**config.mk**
```make
export PLATFORM = sky130hd
export DESIGN_NAME = hazard_ctrl_pipe
export DESIGN_NICKNAME = d
export VERILOG_FILES = /design/src/rtl/hazard_ctrl_pipe_pkg.sv /design/src/rtl/hazard_penalty_cnt.sv /design/src/rtl/hazard_ctrl_pipe.sv
export SDC_FILE = /design/constraint.sdc
export NUM_CORES = 1
export LEC_CHECK = 0
export ABC_AREA = 1
export CAP_MARGIN = 25
export CORE_MARGIN = 10
export CORE_UTILIZATION = 41
export CTS_BUF_LIST = sky130_fd_sc_hd__clkbuf_4 sky130_fd_sc_hd__clkbuf_8
export DETAILED_ROUTE_END_ITERATION = 10
export GPL_TIMING_DRIVEN = 0
export PLACE_DENSITY = 0.78
export SYNTH_ARGS = -nofsm -noshare
export SYNTH_HDL_FRONTEND = slang
export SYNTH_SLANG_ARGS = --single-unit
```
**constraint.sdc**
```tcl
create_clock -name clk -period 2.43 [get_ports clk]
set_clock_uncertainty 0.2 [all_clocks]
set_input_delay 0.486 -clock clk [delete_from_list [all_inputs] [get_ports clk]]
set_output_delay 0.486 -clock clk [all_outputs]
set_load 0.02 [all_outputs]
```
**src/rtl/hazard_ctrl_pipe_pkg.sv**
```systemverilog
// Shared constants and types for the pipeline hazard controller.
// Instruction-type encodings match the core decoder; INSTTYPE_HALT added for HLT.
package hazard_ctrl_pipe_pkg;

    // Instruction class reported by the decoder for the instruction in ID
    localparam logic [2:0] INSTTYPE_ALU    = 3'd0;
    localparam logic [2:0] INSTTYPE_LOAD   = 3'd1;
    localparam logic [2:0] INSTTYPE_STORE  = 3'd2;
    localparam logic [2:0] INSTTYPE_BRANCH = 3'd3;
    localparam logic [2:0] INSTTYPE_JUMP   = 3'd4;
    localparam logic [2:0] INSTTYPE_HALT   = 3'd5;

    // Widths of the two penalty windows
    localparam int FLUSH_CNT_W = 3;   // covers JUMP_PEN / BR_PEN up to 7
    localparam int MC_CNT_W    = 4;   // covers MC_LAT up to 15

    // Winning event of the per-cycle priority chain, highest first
    typedef enum logic [2:0] {
        EV_HALTED   = 3'd0,
        EV_BRANCH   = 3'd1,
        EV_MULTI    = 3'd2,
        EV_FLUSH    = 3'd3,
        EV_LOAD_USE = 3'd4,
        EV_JUMP     = 3'd5,
        EV_NONE     = 3'd6
    } hz_event_e;

    // Only the quiet path and a jump let the ID instruction retire;
    // every other event either stalls it or squashes it.
    function automatic logic event_retires(hz_event_e ev);
        return (ev == EV_NONE) || (ev == EV_JUMP);
    endfunction

endpackage

```
**src/rtl/hazard_penalty_cnt.sv**
```systemverilog
// Loadable down-counter used for the flush and multi-cycle penalty windows.
// busy is high while the remaining count is non-zero.
module hazard_penalty_cnt
    import hazard_ctrl_pipe_pkg::*;
#(
    parameter int W = 3
) (
    input  logic         clk,
    input  logic         reset_n,
    input  logic         clr,
    input  logic         load,
    input  logic [W-1:0] load_val,
    input  logic         dec,
    output logic [W-1:0] value,
    output logic         busy
);

    localparam logic [W-1:0] ONE = W'(1);

    logic [W-1:0] value_q;
    logic [W-1:0] value_d;

    // Next count: clear beats load beats decrement; decrement saturates at zero
    always_comb begin
        value_d = value_q;
        if (clr) begin
            value_d = '0;
        end else if (load) begin
            value_d = load_val;
        end else if (dec && (value_q != '0)) begin
            value_d = value_q - ONE;
        end
    end

    // Count register
    always_ff @(posedge clk or negedge reset_n) begin
        if (!reset_n) begin
            value_q <= '0;
        end else begin
            value_q <= value_d;
        end
    end

    assign value = value_q;
    assign busy  = (value_q != '0);

endmodule

```
**src/rtl/hazard_ctrl_pipe.sv**
```systemverilog
// Pipeline hazard controller for the 5-stage TSC core.
// Stalls on load-use and multi-cycle EX ops, opens flush windows for jumps
// (resolved in ID) and taken branches (resolved in EX), counts retired
// instructions and latches HLT.
module hazard_ctrl_pipe
    import hazard_ctrl_pipe_pkg::*;
#(
    parameter int REG_AW   = 2,
    parameter int JUMP_PEN = 1,
    parameter int BR_PEN   = 2,
    parameter int MC_LAT   = 4,
    parameter int CNT_W    = 16
) (
    input  logic              clk,
    input  logic              reset_n,
    input  logic [2:0]        inst_type_id,
    input  logic              valid_id,
    input  logic              use_rs1_id,
    input  logic              use_rs2_id,
    input  logic [REG_AW-1:0] rs1_id,
    input  logic [REG_AW-1:0] rs2_id,
    input  logic              valid_ex,
    input  logic              mem_read_ex,
    input  logic [REG_AW-1:0] rd_ex,
    input  logic              mc_start_ex,
    input  logic              br_taken_ex,
    input  logic              halt_id,
    output logic              pc_write,
    output logic              ir_write,
    output logic              bubblify,
    output logic              flush,
    output logic              incr_num_inst,
    output logic [CNT_W-1:0]  num_inst,
    output logic              halted
);

    // The window counters hold "cycles remaining after this one", so the
    // triggering cycle itself is the first penalty cycle.
    localparam logic [FLUSH_CNT_W-1:0] JUMP_LOAD = FLUSH_CNT_W'(JUMP_PEN - 1);
    localparam logic [FLUSH_CNT_W-1:0] BR_LOAD   = FLUSH_CNT_W'(BR_PEN - 1);
    localparam logic [MC_CNT_W-1:0]    MC_LOAD   = MC_CNT_W'(MC_LAT - 1);
    localparam logic [CNT_W-1:0]       CNT_ONE   = CNT_W'(1);

    hz_event_e ev;

    logic load_use;
    logic jump_id;

    logic                   fl_load;
    logic                   fl_dec;
    logic [FLUSH_CNT_W-1:0] fl_value;
    logic                   fl_busy;

    logic                   mc_clr;
    logic                   mc_load;
    logic                   mc_dec;
    logic [MC_CNT_W-1:0]    mc_value;
    logic                   mc_busy;

    logic                   halted_q;
    logic                   halted_d;
    logic [CNT_W-1:0]       num_inst_q;
    logic [CNT_W-1:0]       num_inst_d;

    // Load-use: EX load writes a register the ID instruction is about to read
    always_comb begin
        load_use = valid_ex && mem_read_ex && valid_id &&
                   ((use_rs1_id && (rs1_id == rd_ex)) ||
                    (use_rs2_id && (rs2_id == rd_ex)));
        jump_id  = valid_id && (inst_type_id == INSTTYPE_JUMP);
    end

    // Priority chain picks the single event that governs this cycle
    always_comb begin
        ev = EV_NONE;
        if (halted_q) begin
            ev = EV_HALTED;
        end else if (br_taken_ex) begin
            ev = EV_BRANCH;
        end else if (mc_busy || mc_start_ex) begin
            ev = EV_MULTI;
        end else if (fl_busy) begin
            ev = EV_FLUSH;
        end else if (load_use) begin
            ev = EV_LOAD_USE;
        end else if (jump_id) begin
            ev = EV_JUMP;
        end
    end

    // Pipeline control outputs and window-counter commands for the chosen event
    always_comb begin
        pc_write      = 1'b1;
        ir_write      = 1'b1;
        bubblify      = 1'b0;
        flush         = 1'b0;
        incr_num_inst = 1'b0;
        fl_load       = 1'b0;
        fl_dec        = 1'b0;
        mc_clr        = 1'b0;
        mc_load       = 1'b0;
        mc_dec        = 1'b0;

        unique case (ev)
            EV_HALTED: begin
                pc_write = 1'b0;
                ir_write = 1'b0;
                bubblify = 1'b1;
            end
            EV_BRANCH: begin
                // Wrong-path fetch/decode slots are squashed; any pending
                // multi-cycle window belongs to the wrong path as well.
                flush    = 1'b1;
                bubblify = 1'b1;
                fl_load  = 1'b1;
                mc_clr   = 1'b1;
            end
            EV_MULTI: begin
                pc_write = 1'b0;
                ir_write = 1'b0;
                bubblify = 1'b1;
                mc_load  = mc_start_ex;
                mc_dec   = !mc_start_ex;
            end
            EV_FLUSH: begin
                flush    = 1'b1;
                bubblify = 1'b1;
                fl_dec   = 1'b1;
            end
            EV_LOAD_USE: begin
                // One bubble is enough: the load moves to MEM and forwarding covers the rest
                pc_write = 1'b0;
                ir_write = 1'b0;
                bubblify = 1'b1;
            end
            EV_JUMP: begin
                // The jump proceeds; only the slot fetched behind it is squashed
                flush   = 1'b1;
                fl_load = 1'b1;
            end
            default: begin
            end
        endcase

        incr_num_inst = valid_id && event_retires(ev);

        // Hold the pipeline in its idle configuration while reset is asserted
        if (!reset_n) begin
            pc_write      = 1'b1;
            ir_write      = 1'b1;
            bubblify      = 1'b0;
            flush         = 1'b0;
            incr_num_inst = 1'b0;
            fl_load       = 1'b0;
            fl_dec        = 1'b0;
            mc_clr        = 1'b0;
            mc_load       = 1'b0;
            mc_dec        = 1'b0;
        end
    end

    // Flush window: loaded by jumps and taken branches
    hazard_penalty_cnt #(
        .W (FLUSH_CNT_W)
    ) u_flush_cnt (
        .clk      (clk),
        .reset_n  (reset_n),
        .clr      (1'b0),
        .load     (fl_load),
        .load_val ((ev == EV_BRANCH) ? BR_LOAD : JUMP_LOAD),
        .dec      (fl_dec),
        .value    (fl_value),
        .busy     (fl_busy)
    );

    // Multi-cycle window: loaded by the EX start pulse, cancelled by a taken branch
    hazard_penalty_cnt #(
        .W (MC_CNT_W)
    ) u_mc_cnt (
        .clk      (clk),
        .reset_n  (reset_n),
        .clr      (mc_clr),
        .load     (mc_load),
        .load_val (MC_LOAD),
        .dec      (mc_dec),
        .value    (mc_value),
        .busy     (mc_busy)
    );

    // Retire counter and halt latch next-state; HLT stops the core once it retires
    always_comb begin
        num_inst_d = num_inst_q;
        halted_d   = halted_q;
        if (incr_num_inst) begin
            num_inst_d = num_inst_q + CNT_ONE;
            if (halt_id) begin
                halted_d = 1'b1;
            end
        end
    end

    // Retire counter and halt latch registers
    always_ff @(posedge clk or negedge reset_n) begin
        if (!reset_n) begin
            num_inst_q <= '0;
            halted_q   <= 1'b0;
        end else begin
            num_inst_q <= num_inst_d;
            halted_q   <= halted_d;
        end
    end

    assign num_inst = num_inst_q;
    assign halted   = halted_q;

    // A multi-cycle op cannot start in the same EX slot as a resolving branch
    a_no_mc_with_branch : assert property (
        @(posedge clk) disable iff (!reset_n) !(mc_start_ex && br_taken_ex)
    );

    // The window counters never hold a value larger than their load values
    a_flush_bounded : assert property (
        @(posedge clk) disable iff (!reset_n)
        (fl_value <= BR_LOAD) || (fl_value <= JUMP_LOAD)
    );

    a_mc_bounded : assert property (
        @(posedge clk) disable iff (!reset_n) mc_value <= MC_LOAD
    );

endmodule

```
==> insert_results.sql <==
INSERT INTO impl_metrics (metric_group, metric, value, unit) VALUES
('cells_and_area', 'postLayoutCoreUtil', '62.1', '%'),
('timing', 'final.min_clock_period', '2.59', 'ns'),
('yosys', 'synth_area', '1730', 'um2'),
('global_route', 'vias_in_the_first_global_route', '1770', ''),
('clock_network', 'clkSlewWorstSetupHoldPaths', '0.08', 'ns'),
('outcome', 'violated_checks', 'negative setup slack', ''),
('power', 'net-switching-power', '193', 'uW'),
('global_route', 'grt_first_pass_wirelength', '8.15', 'mm'),
('timing', 'timing.final.hold_violations', '0', ''),
('worst_setup_path', 'critPathMaxFanout', '3', ''),
('yosys', 'synth-seq-area-share', '34.7', '%'),
('floorplanning', 'initial_utilization', '42.7', '%'),
('timing', 'setup_violations', '5', ''),
('global_route', 'all_layer_gr_usage', '13.2', '%'),
('placed_design', 'place.detailed.instances', '323', ''),
('timing', 'fin_ws', '-0.158', 'ns'),
('timing', 'report.final.slew_viol_count', '0', ''),
('worst_setup_path', 'setup.worst_path.end_class', 'primary output', ''),
('power', 'vdd_drop_max', '0.347', 'mV'),
('yosys', 'synth_xor_xnor_area_share', '3.03', '%'),
('global_route', 'grt_max_degree', '17', ''),
('yosys', 'combinational_family_with_the_most_area_after_synthesis', 'simple AND/OR/NAND/NOR gates', ''),
('cells_and_area', 'layout-drive-gt1-share', '29.6', '%'),
('cells_and_area', 'area.growth.synth_to_final', '45.4', '%'),
('yosys', 'synth_simple_gate_area_share', '44.1', '%'),
('yosys', 'synthesis.yosys.warnings', '0', ''),
('yosys', 'synth-compound-area-share', '4.33', '%'),
('yosys', 'yosys_most_used_dff', 'sky130_fd_sc_hd__dfrtp_1', ''),
('route', 'route.detailed.wl_per_inst', '13.8', 'um'),
('cells_and_area', 'postLayoutCellArea', '2520', 'um2'),
('floorplanning', 'die-area', '7230', 'um2'),
('timing', 'timing.final.crit_share', '106', '%'),
('power', 'sequentialPowerShare', '50.9', '%'),
('clock_network', 'cts_htree_levels', '1', ''),
('timing', 'rsz_0062_raised_after_global_routing', 'yes', ''),
('worst_setup_path', 'critical_path_class', 'in2out', ''),
('route', 'drt_initial_violations', '85', ''),
('route', 'vias_per_cell', '4.99', ''),
('clock_network', 'cts_buffers', '3', ''),
('yosys', 'number_of_synthesized_register_bits', '24', ''),
('timing', 'finalSetupTns', '-0.534', 'ns'),
('power', 'share_clk_of_total_power', '34.0', '%'),
('worst_setup_path', 'cp_data_required_time', '1.74', 'ns'),
('power', 'leakage', '1.20', 'nW'),
('clock_network', 'clk_latency', '0.27', 'ns'),
('floorplanning', 'fp.dieW', '85.0', 'um'),
('floorplanning', 'chipHeight', '85.0', 'um'),
('worst_setup_path', 'slowest_delay', '0.51', 'ns'),
('timing', 'fin_hold_ws', '0.318', 'ns'),
('timing', 'timing_worst_slew_pin_value', '0.726', 'ns'),
('global_route', 'gr_overflow_total', '0', ''),
('clock_network', 'cts_tree', 'done', ''),
('route', 'antenna_left', '0', ''),
('power', 'intPower', '609', 'uW'),
('worst_setup_path', 'critPathSlowestCell', 'sky130_fd_sc_hd__clkdlybuf4s50_1', ''),
('route', 'vias', '1733', ''),
('cells_and_area', 'n_antenna_cell', '0', ''),
('worst_setup_path', 'critPathTopFamily', 'simple AND/OR/NAND/NOR gates', ''),
('global_route', 'grt_antenna_before_repair', '0', ''),
('placed_design', 'post-place-ws', '-1.47', 'ns'),
('worst_setup_path', 'cp.buffers_inverters', '3', ''),
('hold_path', 'min-delay-start', 'num_inst[9]', ''),
('worst_setup_path', 'critical_path_arrival', '1.90', 'ns'),
('outcome', 'outcome', 'complete, but fails checks', ''),
('clock_network', 'clock_sinks', '24', ''),
('yosys', 'syn_nets', '256', ''),
('power', 'post-layout-total-power', '802', 'uW'),
('clock_network', 'cts_root_buf', 'sky130_fd_sc_hd__clkbuf_8', ''),
('yosys', 'synthArstFlopShare', '100', '%'),
('floorplanning', 'boundaryPins', '41', ''),
('worst_setup_path', 'worst_setup_path_startpoint', 'br_taken_ex', '');
==> cell usage in the layout (no fill, tap or decap), types with 5 or more instances in the layout <==
cell type,count
sky130_fd_sc_hd__inv_1,28
sky130_fd_sc_hd__dlygate4sd2_1,10
sky130_fd_sc_hd__clkdlybuf4s50_1,20
sky130_fd_sc_hd__nand2_1,61
sky130_fd_sc_hd__nand2_4,5
sky130_fd_sc_hd__buf_6,6
sky130_fd_sc_hd__o21ai_1,6
sky130_fd_sc_hd__nor2_1,12
sky130_fd_sc_hd__nand2_2,7
sky130_fd_sc_hd__inv_2,11
sky130_fd_sc_hd__dfrtp_1,24
sky130_fd_sc_hd__buf_4,18
sky130_fd_sc_hd__nand3_1,17
sky130_fd_sc_hd__nand4_1,6
sky130_fd_sc_hd__nand3_2,10
==> state kept, by name, summed over array words and instances (netlist names) <==
signal / count
halted: 1
num_inst: 16
u_flush_cnt.value: 3
u_mc_cnt.value: 4
==> path summary, 6_finish.rpt <==
path / depth (start not counted) / to / slack, ns
worst max-delay path: 7 / incr_num_inst / -0.16
worst min-delay path: 2 / num_inst[9] / 0.32
worst max register to register: 14 / u_mc_cnt.value[3] / 0.20
worst min register to register: 2 / num_inst[9] / 0.32
max in group asynchronous: 3 / num_inst[11] / 0.83
min in group asynchronous: 2 / num_inst[0] / 0.48
==> worst reg2reg max path, delay by kind of cell (launching register included) <==
family / cells / cell delay, ns
and+or+nand+nor: 7 / 0.68
DFF: 1 / 0.37
adders and majority gates: 2 / 0.37
buffers and inverters: 4 / 0.35
xor gates and xnor gates: 1 / 0.16
==> Yosys cell counts (2+ instances only) <==
cell                       instances  area [um2]
sky130_fd_sc_hd__nand2_4           3        33.8
sky130_fd_sc_hd__nor2_2            2        12.5
sky130_fd_sc_hd__ha_1              5        62.6
sky130_fd_sc_hd__xnor2_1           3        26.3
sky130_fd_sc_hd__dfrtp_1          24         601
sky130_fd_sc_hd__o21ai_0           4        20.0
sky130_fd_sc_hd__nand2_2           4        25.0
sky130_fd_sc_hd__nand2_1          66         248
sky130_fd_sc_hd__inv_2             7        26.3
sky130_fd_sc_hd__nand4_1           6        37.5
sky130_fd_sc_hd__xor2_1            3        26.3
sky130_fd_sc_hd__nor2_1           14        52.6
sky130_fd_sc_hd__nor3_4            2        32.5
sky130_fd_sc_hd__nor3_1            4        20.0
sky130_fd_sc_hd__inv_1            32         120
sky130_fd_sc_hd__nor3_2            4        40.0
sky130_fd_sc_hd__a21oi_1           2        10.0
sky130_fd_sc_hd__o21ai_1           6        30.0
sky130_fd_sc_hd__nand3_1          18        90.1
sky130_fd_sc_hd__nand3_2          10         100
sky130_fd_sc_hd__nand3b_1          2        15.0
==> routing by layer <==
metal,part of all wire (%),GRT usage [%],vias to the layer above
met2,52,23.4,51
met1,40,14.8,805
li1,-,-,862
met3,6.0,4.21,15
met5,0,0,-
met4,2.2,3.29,0
==> repair_timing <==
item	4_1_cts	5_1_grt
buffers inserted	14	4
setup endpoints to repair	24	13
pin swaps	20	12
resized for setup	77	10
cloned	0	0
hold buffers	2	0
endpoints found under the hold margin	8	0
==> power groups by stage <==
stage,Combinational [mW],Clock (mW),Sequential [mW]
2_1_floorplan,0.0421,0,0.416
3_3_place_gp,0.0947,0,0.416
3_5_place_dp,0.102,0,0.416
4_1_cts,0.114,0.283,0.408
5_1_grt,0.134,0.299,0.409
6_report,0.120,0.273,0.409
==> cell families after synthesis <==
group / after synthesis
and+or+nand+nor: 140
buffers and inverters: 43
DFF: 24
AOI/OAI and AO/OA: 14
xor gates and xnor gates: 6
adders and majority gates: 5
==> cell type report <==
cell class,instances,area (um2),share of cell area (%)
clock buffer,4,55.1,2.18
sequential,24,601,23.8
timing repair buffer,61,573,22.7
inverter,41,168,6.65
buffer,2,16.3,0.645
tap,50,62.6,2.48
multi-input combinational,165,1040,41.5
No activity file was read; power rests on OpenSTA's default activity.
